<file path="config.mk">
export PLATFORM = sky130hd
export DESIGN_NAME = sqrt_share_arbiter
export DESIGN_NICKNAME = d
export VERILOG_FILES = /design/src/rtl/sqrt_share_pkg.sv /design/src/rtl/rr_arbiter_nreq.sv /design/src/rtl/sqrt_share_arbiter.sv
export SDC_FILE = /design/constraint.sdc
export NUM_CORES = 1
export LEC_CHECK = 0
export ABC_AREA = 1
export CAP_MARGIN = 25
export CELL_PAD_IN_SITES_DETAIL_PLACEMENT = 1
export CELL_PAD_IN_SITES_GLOBAL_PLACEMENT = 1
export CORE_MARGIN = 4
export CORE_UTILIZATION = 39
export CTS_BUF_LIST = sky130_fd_sc_hd__clkbuf_16
export DETAILED_ROUTE_END_ITERATION = 6
export MAX_ROUTING_LAYER = met4
export PLACE_DENSITY = 0.88
export REMOVE_ABC_BUFFERS = 1
export SLEW_MARGIN = 40
export SYNTH_ARGS = -nofsm -noshare
export SYNTH_HDL_FRONTEND = slang
export SYNTH_SLANG_ARGS = --single-unit
</file>
<file path="constraint.sdc">
create_clock -name clk -period 5.75 [get_ports clk]
set_clock_uncertainty 0.15 [all_clocks]
set_input_delay 1.15 -clock clk [delete_from_list [all_inputs] [get_ports clk]]
set_output_delay 1.15 -clock clk [all_outputs]
set_load 0.005 [all_outputs]
</file>
<file path="src/rtl/sqrt_share_pkg.sv">
// Shared types and helpers for the square-root core sharing arbiter.
package sqrt_share_pkg;

  typedef enum logic [1:0] {
    S_CLR,
    S_WARM,
    S_RUN
  } state_t;

  localparam int DEF_DW = 20;
  localparam int DEF_RW = 11;

  // Ceiling log2, never below 1 so a tag always has at least one bit
  function automatic int clog2(input int n);
    int r;
    r = 1;
    for (int i = 1; i < 32; i++) begin
      if ((1 << i) < n) r = i + 1;
    end
    return r;
  endfunction

endpackage

</file>
<file path="src/rtl/rr_arbiter_nreq.sv">
// Combinational round-robin grant: search starts one past ptr, first valid wins.
module rr_arbiter_nreq
  import sqrt_share_pkg::*;
#(
  parameter int NREQ = 4,
  parameter int IW   = clog2(NREQ)
) (
  input  logic [NREQ-1:0] req_valid,
  input  logic [IW-1:0]   ptr,
  output logic [NREQ-1:0] grant,
  output logic [IW-1:0]   grant_idx,
  output logic            grant_any
);

  logic [IW-1:0] idx;

  // Walk from lowest priority to highest so the highest-priority hit is written last
  always_comb begin
    grant     = '0;
    grant_idx = '0;
    grant_any = 1'b0;
    idx       = '0;
    for (int k = NREQ; k >= 1; k--) begin
      idx = IW'((int'(ptr) + k) % NREQ);
      if (req_valid[idx]) begin
        grant      = '0;
        grant[idx] = 1'b1;
        grant_idx  = idx;
        grant_any  = 1'b1;
      end
    end
  end

endmodule

</file>
<file path="src/rtl/sqrt_share_arbiter.sv">
// Shares one pipelined sqrt core between NREQ channels; a tag delay line routes results back.
// Optional SQRT_SHARE_ERRCHK_EN adds a sticky core handshake error flag (err_sticky).
module sqrt_share_arbiter
  import sqrt_share_pkg::*;
#(
  parameter int NREQ = 4,
  parameter int DW   = DEF_DW,
  parameter int RW   = DEF_RW,
  parameter int LAT  = 16,
  parameter int HOLD = 2
) (
  input  logic               clk,
  input  logic               rst_n,
  input  logic [NREQ-1:0]    req_valid,
  input  logic [NREQ*DW-1:0] req_data,
  output logic [NREQ-1:0]    req_ready,
  output logic [DW-1:0]      core_x_in,
  output logic               core_sclr,
  input  logic [RW-1:0]      core_x_out,
  input  logic               core_rdy,
  output logic [NREQ-1:0]    rsp_valid,
  output logic [RW-1:0]      rsp_data,
  output logic               busy
`ifdef SQRT_SHARE_ERRCHK_EN
  ,output logic              err_sticky
`endif
);

  localparam int IW   = clog2(NREQ);
  localparam int CMAX = (HOLD > LAT) ? HOLD : LAT;
  localparam int CW   = clog2(CMAX + 1);

  state_t          state_reg, state_next;
  logic [CW-1:0]   cnt_reg, cnt_next;
  logic [IW-1:0]   ptr_reg;
  logic [NREQ-1:0] grant;
  logic [IW-1:0]   grant_idx;
  logic            grant_any;
  logic            xfer;
  logic [DW-1:0]   operand;
  logic [LAT:0]    dl_valid_reg;
  logic [IW-1:0]   dl_tag_reg [LAT+1];
  logic [DW-1:0]   core_x_in_reg;
  logic            core_sclr_reg;
  logic [NREQ-1:0] rsp_valid_reg;
  logic [RW-1:0]   rsp_data_reg;
  logic            fire;

  rr_arbiter_nreq #(.NREQ(NREQ), .IW(IW)) u_arb (
    .req_valid (req_valid),
    .ptr       (ptr_reg),
    .grant     (grant),
    .grant_idx (grant_idx),
    .grant_any (grant_any)
  );

  assign xfer      = (state_reg == S_RUN) && grant_any;
  assign req_ready = (state_reg == S_RUN) ? grant : '0;
  assign operand   = req_data[int'(grant_idx)*DW +: DW];

  always_comb begin
    state_next = state_reg;
    cnt_next   = cnt_reg;
    case (state_reg)
      S_CLR: begin
        if (cnt_reg == CW'(HOLD - 1)) begin
          state_next = S_WARM;
          cnt_next   = '0;
        end else begin
          cnt_next = cnt_reg + 1'b1;
        end
      end
      S_WARM: begin
        if (cnt_reg == CW'(LAT - 1)) begin
          state_next = S_RUN;
          cnt_next   = '0;
        end else begin
          cnt_next = cnt_reg + 1'b1;
        end
      end
      default: cnt_next = '0;
    endcase
  end

  always_ff @(posedge clk or negedge rst_n) begin
    if (!rst_n) begin
      state_reg     <= S_CLR;
      cnt_reg       <= '0;
      ptr_reg       <= IW'(NREQ - 1);
      core_x_in_reg <= '0;
      core_sclr_reg <= 1'b1;
    end else begin
      state_reg     <= state_next;
      cnt_reg       <= cnt_next;
      if (xfer) ptr_reg <= grant_idx;
      core_x_in_reg <= xfer ? operand : '0;
      // Registered from next state so the clear lines up exactly with S_CLR
      core_sclr_reg <= (state_next == S_CLR);
    end
  end

  // Stage 0 is loaded on the same edge as core_x_in, so stage LAT meets core_x_out
  always_ff @(posedge clk or negedge rst_n) begin
    if (!rst_n) begin
      dl_valid_reg <= '0;
      for (int s = 0; s <= LAT; s++) dl_tag_reg[s] <= '0;
    end else begin
      dl_valid_reg  <= {dl_valid_reg[LAT-1:0], xfer};
      dl_tag_reg[0] <= xfer ? grant_idx : '0;
      for (int s = 1; s <= LAT; s++) dl_tag_reg[s] <= dl_tag_reg[s-1];
    end
  end

  assign fire = dl_valid_reg[LAT] && core_rdy;

  always_ff @(posedge clk or negedge rst_n) begin
    if (!rst_n) begin
      rsp_valid_reg <= '0;
      rsp_data_reg  <= '0;
    end else if (fire) begin
      rsp_valid_reg <= NREQ'(1) << dl_tag_reg[LAT];
      rsp_data_reg  <= core_x_out;
    end else begin
      rsp_valid_reg <= '0;
    end
  end

`ifdef SQRT_SHARE_ERRCHK_EN
  logic seen_first_reg;
  logic err_reg;

  always_ff @(posedge clk or negedge rst_n) begin
    if (!rst_n) begin
      seen_first_reg <= 1'b0;
      err_reg        <= 1'b0;
    end else begin
      if (fire) seen_first_reg <= 1'b1;
      if ((dl_valid_reg[LAT] && !core_rdy) ||
          ((state_reg == S_RUN) && core_rdy && !dl_valid_reg[LAT] && seen_first_reg))
        err_reg <= 1'b1;
    end
  end

  assign err_sticky = err_reg;
`endif

  assign core_x_in = core_x_in_reg;
  assign core_sclr = core_sclr_reg;
  assign rsp_valid = rsp_valid_reg;
  assign rsp_data  = rsp_data_reg;
  assign busy      = (|dl_valid_reg) || (|rsp_valid_reg);

endmodule

</file>
==> results.toml, run 1 <==
[run_status]
status = "finished, final reports clean"

[clocking]
cts_buffers = 17
cts_resized = 0
cts_setup_buffers = 0
ctsHtreeMaxLevel = 4
clock_path_buffers = 2
clkSinkCount = 141
clk_pin_slew_ns = 0.07
cts_tree = "yes"
ctsHoldBuffers = 0
root_buffer = "clkbuf_16"
clk_latency_ns = 0.44

[synth]
synth_area_mm2 = 0.008687
netlist_top_cells_area = "dfrtp_1 40%, nand3_1 16%, nand2_1 14%"
synth_top_area_frac = 0.3975
yosysTopAreaCell = "dfrtp_1"
synthDistinctLibCells = 47
yosys_most_used_dff = "dfrtp_1"
synth_compound_area_frac = 0.07317
synth_fa_ha_area_frac = 0.02247
synth_mux_area_frac = 0.01426
synthSimpleGateAreaFrac = 0.3908
syn_area_per_cell_um2 = 7.300
synth_edf_count = 0
synthCells = 1190
ys_ff_latch = 141
yosysWarnings = 0
synth-async-reset-ratio = 1.000
yosys.cell_count.top_type = "nand2_1"
synth_xor_area_frac = 0.01815
synth-seq-area-share = 0.4066
synthTopCellsByCount = "326 x nand2_1, 274 x nand3_1, 138 x dfrtp_1"
synth_top_family_by_area = "simple AND/OR/NAND/NOR gates"

[placement]
portBuffers = 138
place_inst = 1563
hpwl_um = 20730
place.gp.congestion = 0.9212

[routing]
wl_um = 29600
wirelength_met1_um = 12520
drc = 0
via_per_inst = 5.527
dr.pass1.iters = 7
vias = 8827
postRouteAntennaNets = 0
met2WireLength_um = 15110
avgRoutedWirePerCell_um = 18.54
top_layer = "met4"
wl_met3_um = 1335
dr.first_iter.drc_count = 524

[die]
io_pins = 139
die_w_um = 157.2
initial_core_util = 0.3968
core-area_mm2 = 0.02189
rows = 54
die-area_mm2 = 0.02473
die_h_um = 157.2

[sta]
fmax_mhz = 203.2
max_slew_margin = 0.4767
maxSlewViolCount = 0
fin_crit_sh = 0.8559
finalSetupViolations = 0
finalHoldViolations = 0
layout_min_cycle_time_ns = 4.922
tightest_slew_ns = 0.7850
rsz0062_at_grt = "false"

[grt]
overflow = 0
grt.total_usage = 0.2491
grt_pass1_vias = 9353
grt_max_degree = 97
antenna_found_initial = 0
grt_pass1_wl_um = 47900

[cells_and_area]
fin_nets = 1417
drive_gt1_frac = 0.07973
largest_reg_flops = 51
final_cells = 1597
syn_to_final_growth_pct = 24.86
antenna_cells = 0

[critical_path]
r2r_setup_slack_ns = 0.83
arrival_ns = 5.13
cp-end-kind = "register"
cp.required_ns = 5.96
path_class = "register to register"
crit_fanout = 24
start_kind = "register"

[job]
drv_cap = 0

[hold_path]
hp-class = "register to register"
## path summary, 6_finish.rpt
check / startpoint / endpoint / cells after the start
min reg2reg: dl_tag_reg[222]$_DFF_PN0_ / dl_tag_reg[190]$_DFF_PN0_ / 0
min in group asynchronous: rst_n / rsp_data[10]$_DFFE_PN0P_ / 1
min: dl_tag_reg[222]$_DFF_PN0_ / dl_tag_reg[190]$_DFF_PN0_ / 0
max in group asynchronous: rst_n / core_x_in[11]$_DFF_PN0_ / 3
max: ptr_reg[1]$_DFFE_PN1P_ / core_x_in[7]$_DFF_PN0_ / 22
max reg2reg: ptr_reg[1]$_DFFE_PN1P_ / core_x_in[7]$_DFF_PN0_ / 22
## cells by family after synthesis
family,Yosys count
adder cells (fa/ha/maj),15
AND/OR/NAND/NOR,758
AO/OA/AOI/OAI,109
multiplexers,11
buffers and inverters,138
XOR/XNOR,18
flip-flops,141
## critical path, stage by stage (launching register included)
cell	delay, ns
dfstp_2	0.61
inv_1	0.21
ha_1	0.41
inv_1	0.20
nand3_1	0.16
o21ai_4	0.13
nand2_1	0.13
clkinv_2	0.10
nand2_4	0.07
nand2_4	0.10
inv_1	0.09
ha_1	0.29
ha_1	0.20
ha_1	0.23
nand2_4	0.30
nand2_4	0.22
nor2_2	0.65
nand2_1	0.11
nand3_1	0.11
nand2_1	0.06
nand2_1	0.05
nand3_1	0.10
a21boi_1	0.15
## area by class of cell
type                            count  area (um2)
Sequential cell                   141        3532
Clock inverter                     15       145.1
Multi-Input combinational cell    911        4519
Clock buffer                       17       425.4
Tap cell                          280       350.3
Fill cell                        2798       11040
Inverter                           74       282.8
Timing Repair Buffer              159        1592
## placed cells by master, fill, tap and decap left out, types with 2 or more instances in the layout
master,count
inv_8,5
o21bai_1,2
dfstp_2,3
nor3b_1,2
inv_6,6
clkbuf_16,17
inv_2,5
dfrtp_1,138
clkinvlp_4,2
nand4_1,8
clkinv_2,3
nand2_1,324
nand2_2,10
mux2_2,11
xnor2_1,6
o221ai_1,2
a21boi_1,8
nand2_4,7
nor4_1,17
o31ai_1,2
xor2_1,12
o21ai_2,2
o211ai_1,4
buf_4,17
buf_12,2
o21ai_0,20
clkdlybuf4s50_1,137
ha_1,14
nor2_2,3
o21ai_1,18
a21oi_1,38
nor2_1,86
nand3_1,274
nor3_1,19
nand3_2,4
inv_1,66
o21a_1,2
a31oi_1,6
## stage by stage
step           setup WS (ns)    util  hold slack [ns]  TNS (ns)  cell area [um2]
6_report              0.8284  0.4955           0.1971         0            10850
3_5_place_dp          0.3764  0.4670           0.1855         0            10220
5_1_grt               0.4173  0.4955           0.2060         0            10850
2_1_floorplan        -0.2373       -           0.1812    -3.581             8322
4_1_cts               0.6591  0.4931           0.1999         0            10790
3_3_place_gp          0.6108  0.4669           0.1816         0            10220
## per-layer routing
layer,up-vias,global-route usage
met1,4311,0.2999
met5,-,-
met3,55,0.03849
li1,4199,-
met2,262,0.4287
met4,0,0.08152
Power of run 1 is left out: the tool's default activity adds up to more than one toggle a clock period on the data nets, which glitch-free logic cannot reach.
==> run 2: changes to the inputs <==
--- a/config.mk
+++ b/config.mk
@@ -16,7 +16,7 @@
 export MAX_ROUTING_LAYER = met4
 export PLACE_DENSITY = 0.88
 export REMOVE_ABC_BUFFERS = 1
-export SLEW_MARGIN = 40
+export SLEW_MARGIN = 20
 export SYNTH_ARGS = -nofsm -noshare
 export SYNTH_HDL_FRONTEND = slang
 export SYNTH_SLANG_ARGS = --single-unit
==> run 2 against run 1 <==
Clock-buffer cell count is the same. First-iteration DRC count is 42% higher. Die area unchanged. Register-to-register slack got worse by 0.17 ns. Maximum frequency down 3.3%. Global-route usage increased by 0.15 points. Non-clock buffer count fell by 2. Cell area is 0.28% lower. Flip-flop and latch count is the same. Routed wire length increased by 1.4%. Worst hold slack got worse by 0.0026 ns.
==> results.toml, run 2 (synthesis results as in run 1) <==
[critical_path]
crit_fanout = 24
start_kind = "register"
cp.required_ns = 5.95
path_class = "register to register"
cp-end-kind = "register"
arrival_ns = 5.28

[clocking]
clk_latency_ns = 0.43
cts_tree = "yes"
root_buffer = "clkbuf_16"
cts_resized = 0
cts_setup_buffers = 0
clk_pin_slew_ns = 0.07
ctsHoldBuffers = 0
clock_path_buffers = 2
clkSinkCount = 141
ctsHtreeMaxLevel = 4
cts_buffers = 17

[routing]
dr.pass1.iters = 5
dr.first_iter.drc_count = 742
vias = 8975
wl_um = 30020
drc = 0
postRouteAntennaNets = 0
via_per_inst = 5.627
avgRoutedWirePerCell_um = 18.82

[grt]
overflow = 0
grt_pass1_vias = 9420
antenna_found_initial = 0
grt_max_degree = 97
grt.total_usage = 0.2506
grt_pass1_wl_um = 48490

[die]
die_h_um = 157.2
io_pins = 139
initial_core_util = 0.3968
die-area_mm2 = 0.02473
rows = 54
die_w_um = 157.2
core-area_mm2 = 0.02189

[sta]
finalSetupViolations = 0
fin_crit_sh = 0.8850
tightest_slew_ns = 1.027
maxSlewViolCount = 0
fmax_mhz = 196.5
finalHoldViolations = 0
rsz0062_at_grt = "false"
max_slew_margin = 0.3156
layout_min_cycle_time_ns = 5.088

[cells_and_area]
fill_cells = 2760
syn_to_final_growth_pct = 24.51
drive_gt1_frac = 0.07757
mostFrequentLayoutCells = "324 x nand2_1, 274 x nand3_1, 138 x dfrtp_1"
fin_nets = 1415
largest_reg_flops = 51
antenna_cells = 0
postLayoutCellArea_mm2 = 0.01082
final_common_cell = "nand2_1"

[placement]
place.gp.congestion = 0.9212
portBuffers = 138
hpwl_um = 20610
placed_cell_area_mm2 = 0.01022

[hold_path]
hp-class = "register to register"

[run_status]
status = "finished, final reports clean"

[job]
drv_cap = 0
-- run 2: critical path, cell delays in order, from the launching register on --
cell	delay, ns
dfstp_2	0.61
inv_1	0.22
ha_1	0.42
inv_1	0.21
nand3_1	0.16
o21ai_4	0.12
nand2_1	0.14
clkinv_2	0.10
nand2_4	0.07
nand2_4	0.09
inv_1	0.09
ha_1	0.29
ha_1	0.20
ha_1	0.23
nand2_4	0.29
nand2_4	0.22
nor2_1	0.66
inv_1	0.39
o21ai_0	0.16
a21boi_1	0.18
-- run 2: final timing paths --
check,startpoint,to,slack (ns),cells past startpoint
max,ptr_reg[1]$_DFFE_PN1P_,core_x_in[7]$_DFF_PN0_,0.66,19
min,dl_tag_reg[97]$_DFF_PN0_,dl_tag_reg[65]$_DFF_PN0_,0.19,0
max reg2reg,ptr_reg[1]$_DFFE_PN1P_,core_x_in[7]$_DFF_PN0_,0.66,19
min reg2reg,dl_tag_reg[97]$_DFF_PN0_,dl_tag_reg[65]$_DFF_PN0_,0.19,0
max in group asynchronous,rst_n,core_x_in[11]$_DFF_PN0_,3.57,2
min in group asynchronous,rst_n,rsp_data[5]$_DFFE_PN0P_,0.62,1
-- run 2: cell type report --
cell class | instances | area [um2] | area share
multi-input combinational | 911 | 4517 | 0.4176
sequential | 141 | 3532 | 0.3265
timing repair buffer | 157 | 1538 | 0.1422
clock buffer | 17 | 425.4 | 0.03933
tap | 280 | 350.3 | 0.03239
inverter | 74 | 282.8 | 0.02614
clock inverter | 15 | 171.4 | 0.01585
-- run 2: per-layer routing --
| metal | vias up | global-route usage | routed length, um |
|---|---|---|---|
| li1 | 4196 | - | - |
| met3 | 70 | 0.03547 | 1211 |
| met5 | - | - | 0 |
| met4 | 0 | 0.09259 | 835 |
| met1 | 4445 | 0.3055 | 12930 |
| met2 | 264 | 0.4240 | 15050 |
-- run 2: stage by stage --
stage	TNS [ns]	instances	util	hold slack [ns]	setup slack [ns]
finish	0	1595	0.4941	0.1945	0.6615
global route	0	1595	0.4941	0.2035	0.3151
CTS	0	1595	0.4941	0.2001	0.7004
detailed placement	0	1563	0.4669	0.1855	0.4197
global placement	0	1563	0.4669	0.1816	0.6108
floorplan	-3.581	1126	-	0.1812	-0.2373
Power of run 2 is left out for the same reason.
==> variant (flow settings as in run 1) <==
The option `SQRT_SHARE_ERRCHK_EN` is turned on by a define.
--- a/src/rtl/sqrt_share_arbiter.sv
+++ b/src/rtl/sqrt_share_arbiter.sv
@@ -1,4 +1,6 @@
 // Shares one pipelined sqrt core between NREQ channels; a tag delay line routes results back.
 // Optional SQRT_SHARE_ERRCHK_EN adds a sticky core handshake error flag (err_sticky).
+`define SQRT_SHARE_ERRCHK_EN
+
 module sqrt_share_arbiter
   import sqrt_share_pkg::*;
Formal check against the unedited RTL (old outputs only; new: err_sticky): same outputs for any inputs over 4 cycles, from zero or initial values and one cycle with rst_n low; that may be too few to reach the edited logic, so the function may still have changed.
==> variant against run 1 <==
Synthesized area about the same; sequential cell count up 2; setup slack better by 50 ps; via count rose by 2.5%; sequential share of layout area up 0.34 points; design area up 0.38%; wire length rose by 2.1%; first-iteration DRC count fell by 0.95%; critical endpoint is now core_x_in[16]$_DFF_PN0_; highest routed layer unchanged.
Power is not shown: default switching activity piles up to over one toggle a cycle in this logic, so the estimate is an artifact.
==> variant: results (changes against run 1) <==
.. list-table::
   :header-rows: 1

   * - Metric
     - Value
   * - Result of the run
     - finished, final reports clean (unchanged)
   * - Most numerous cell types in the synthesized netlist
     - sky130_fd_sc_hd__nand2_1, sky130_fd_sc_hd__nand3_1, sky130_fd_sc_hd__dfrtp_1 (unchanged)
   * - XOR/XNOR Fraction of Synth Area
     - 2.12% (was 1.81%)
   * - Vias per std cell
     - 5.64 (was 5.53)
   * - Stage delay of the slowest cell on the critical path
     - 670 ps (was 650 ps)
   * - Global routing usage summed across all routing layers
     - 25.3% (was 24.9%)
   * - First-pass detailed-route iteration total
     - 5 (was 7)
   * - Relative slew slack
     - 47.4% (was 47.7%)
   * - Fraction of layout cells with a size suffix above 1
     - 6.72% (was 7.97%)
   * - Share of cell area taken by muxes after synthesis
     - 0% (was 1.43%)
   * - Wire length reported by the detailed router
     - 30200 um (was 29600 um)
   * - Iteration-0 DRC count of the detailed router
     - 519 (was 524)
   * - Amount of wire on met3 after detailed routing
     - 1950 um (was 1340 um)
   * - Final estimated routing congestion in global placement
     - 0.925 (was 0.921)
   * - Synth Area in Compound Gates
     - 7.74% (was 7.32%)
   * - Pin count of the biggest net entering global routing
     - 103 (was 97)
   * - Number of global-route vias before repair
     - 9580 (was 9353)
   * - Total number of nets in the final design
     - 1424 (was 1417)
   * - Sequential share of the synthesized area
     - 41.3% (was 40.7%)
   * - Detailed placer's ending HPWL
     - 21400 um (was 20700 um)
   * - Biggest fanout along the worst timing path
     - 43 (was 24)
   * - Filler cells
     - 2766 (was 2798)
   * - Routed metal-1 wire length
     - 12400 um (was 12500 um)
   * - Slowest CP cell
     - sky130_fd_sc_hd__dfstp_2 (was sky130_fd_sc_hd__nor2_2)
   * - Global-route wire length before repair
     - 48700 um (was 47900 um)
   * - Data arrival at the endpoint of the critical path
     - 5080 ps (was 5130 ps)
   * - Setup WS post-layout
     - 879 ps (was 828 ps)
[variant: final cells by class]
| class | count | area, um^2 | share of cell area, % |
|---|---|---|---|
| Clock buffer | 17 | 425 | 3.91 |
| Clock inverter | 15 | 148 | 1.36 |
| Inverter | 66 | 253 | 2.32 |
| Multi-Input combinational cell | 922 | 4500 | 41.4 |
| Sequential cell | 143 | 3580 | 32.9 |
| Tap cell | 280 | 350 | 3.22 |
| Timing Repair Buffer | 161 | 1630 | 14.9 |
[variant: cells by family (layout without fill, tap and decap cells)]
group	count (synthesis)	after routing
flip-flops	143	143
buffers and inverters	130	259
AO/OA/AOI/OAI	116	116
XOR/XNOR	21	21
adder cells (fa/ha/maj)	15	15
AND/OR/NAND/NOR	770	770
[variant: through the flow]
stage / cells / hold slack, ps / utilization, % / area [um^2]
2_1_floorplan: 1131 / 181 / - / 8330
3_3_place_gp: 1570 / 184 / 46.8 / 10300
3_5_place_dp: 1571 / 186 / 47.0 / 10300
4_1_cts: 1603 / 193 / 49.6 / 10900
5_1_grt: 1604 / 194 / 49.7 / 10900
6_report: 1604 / 191 / 49.7 / 10900
[variant: worst paths after layout]
path                                      startpoint                  endpoint  cells past startpoint
max                           ptr_reg[0]$_DFFE_PN1P_   core_x_in[16]$_DFF_PN0_                     25
min                        dl_tag_reg[129]$_DFF_PN0_  dl_tag_reg[97]$_DFF_PN0_                      0
max reg2reg                   ptr_reg[0]$_DFFE_PN1P_   core_x_in[16]$_DFF_PN0_                     25
min reg2reg                dl_tag_reg[129]$_DFF_PN0_  dl_tag_reg[97]$_DFF_PN0_                      0
max in group asynchronous                      rst_n      cnt_reg[0]$_DFF_PN0_                      2
min in group asynchronous                      rst_n   rsp_data[2]$_DFFE_PN0P_                      1
[variant: routing by layer]
metal  track usage (%)  vias up
li1                  -     4233
met1              30.4     4431
met2              42.7      324
met3              3.99       63
met4              9.71        0
met5                 -        -
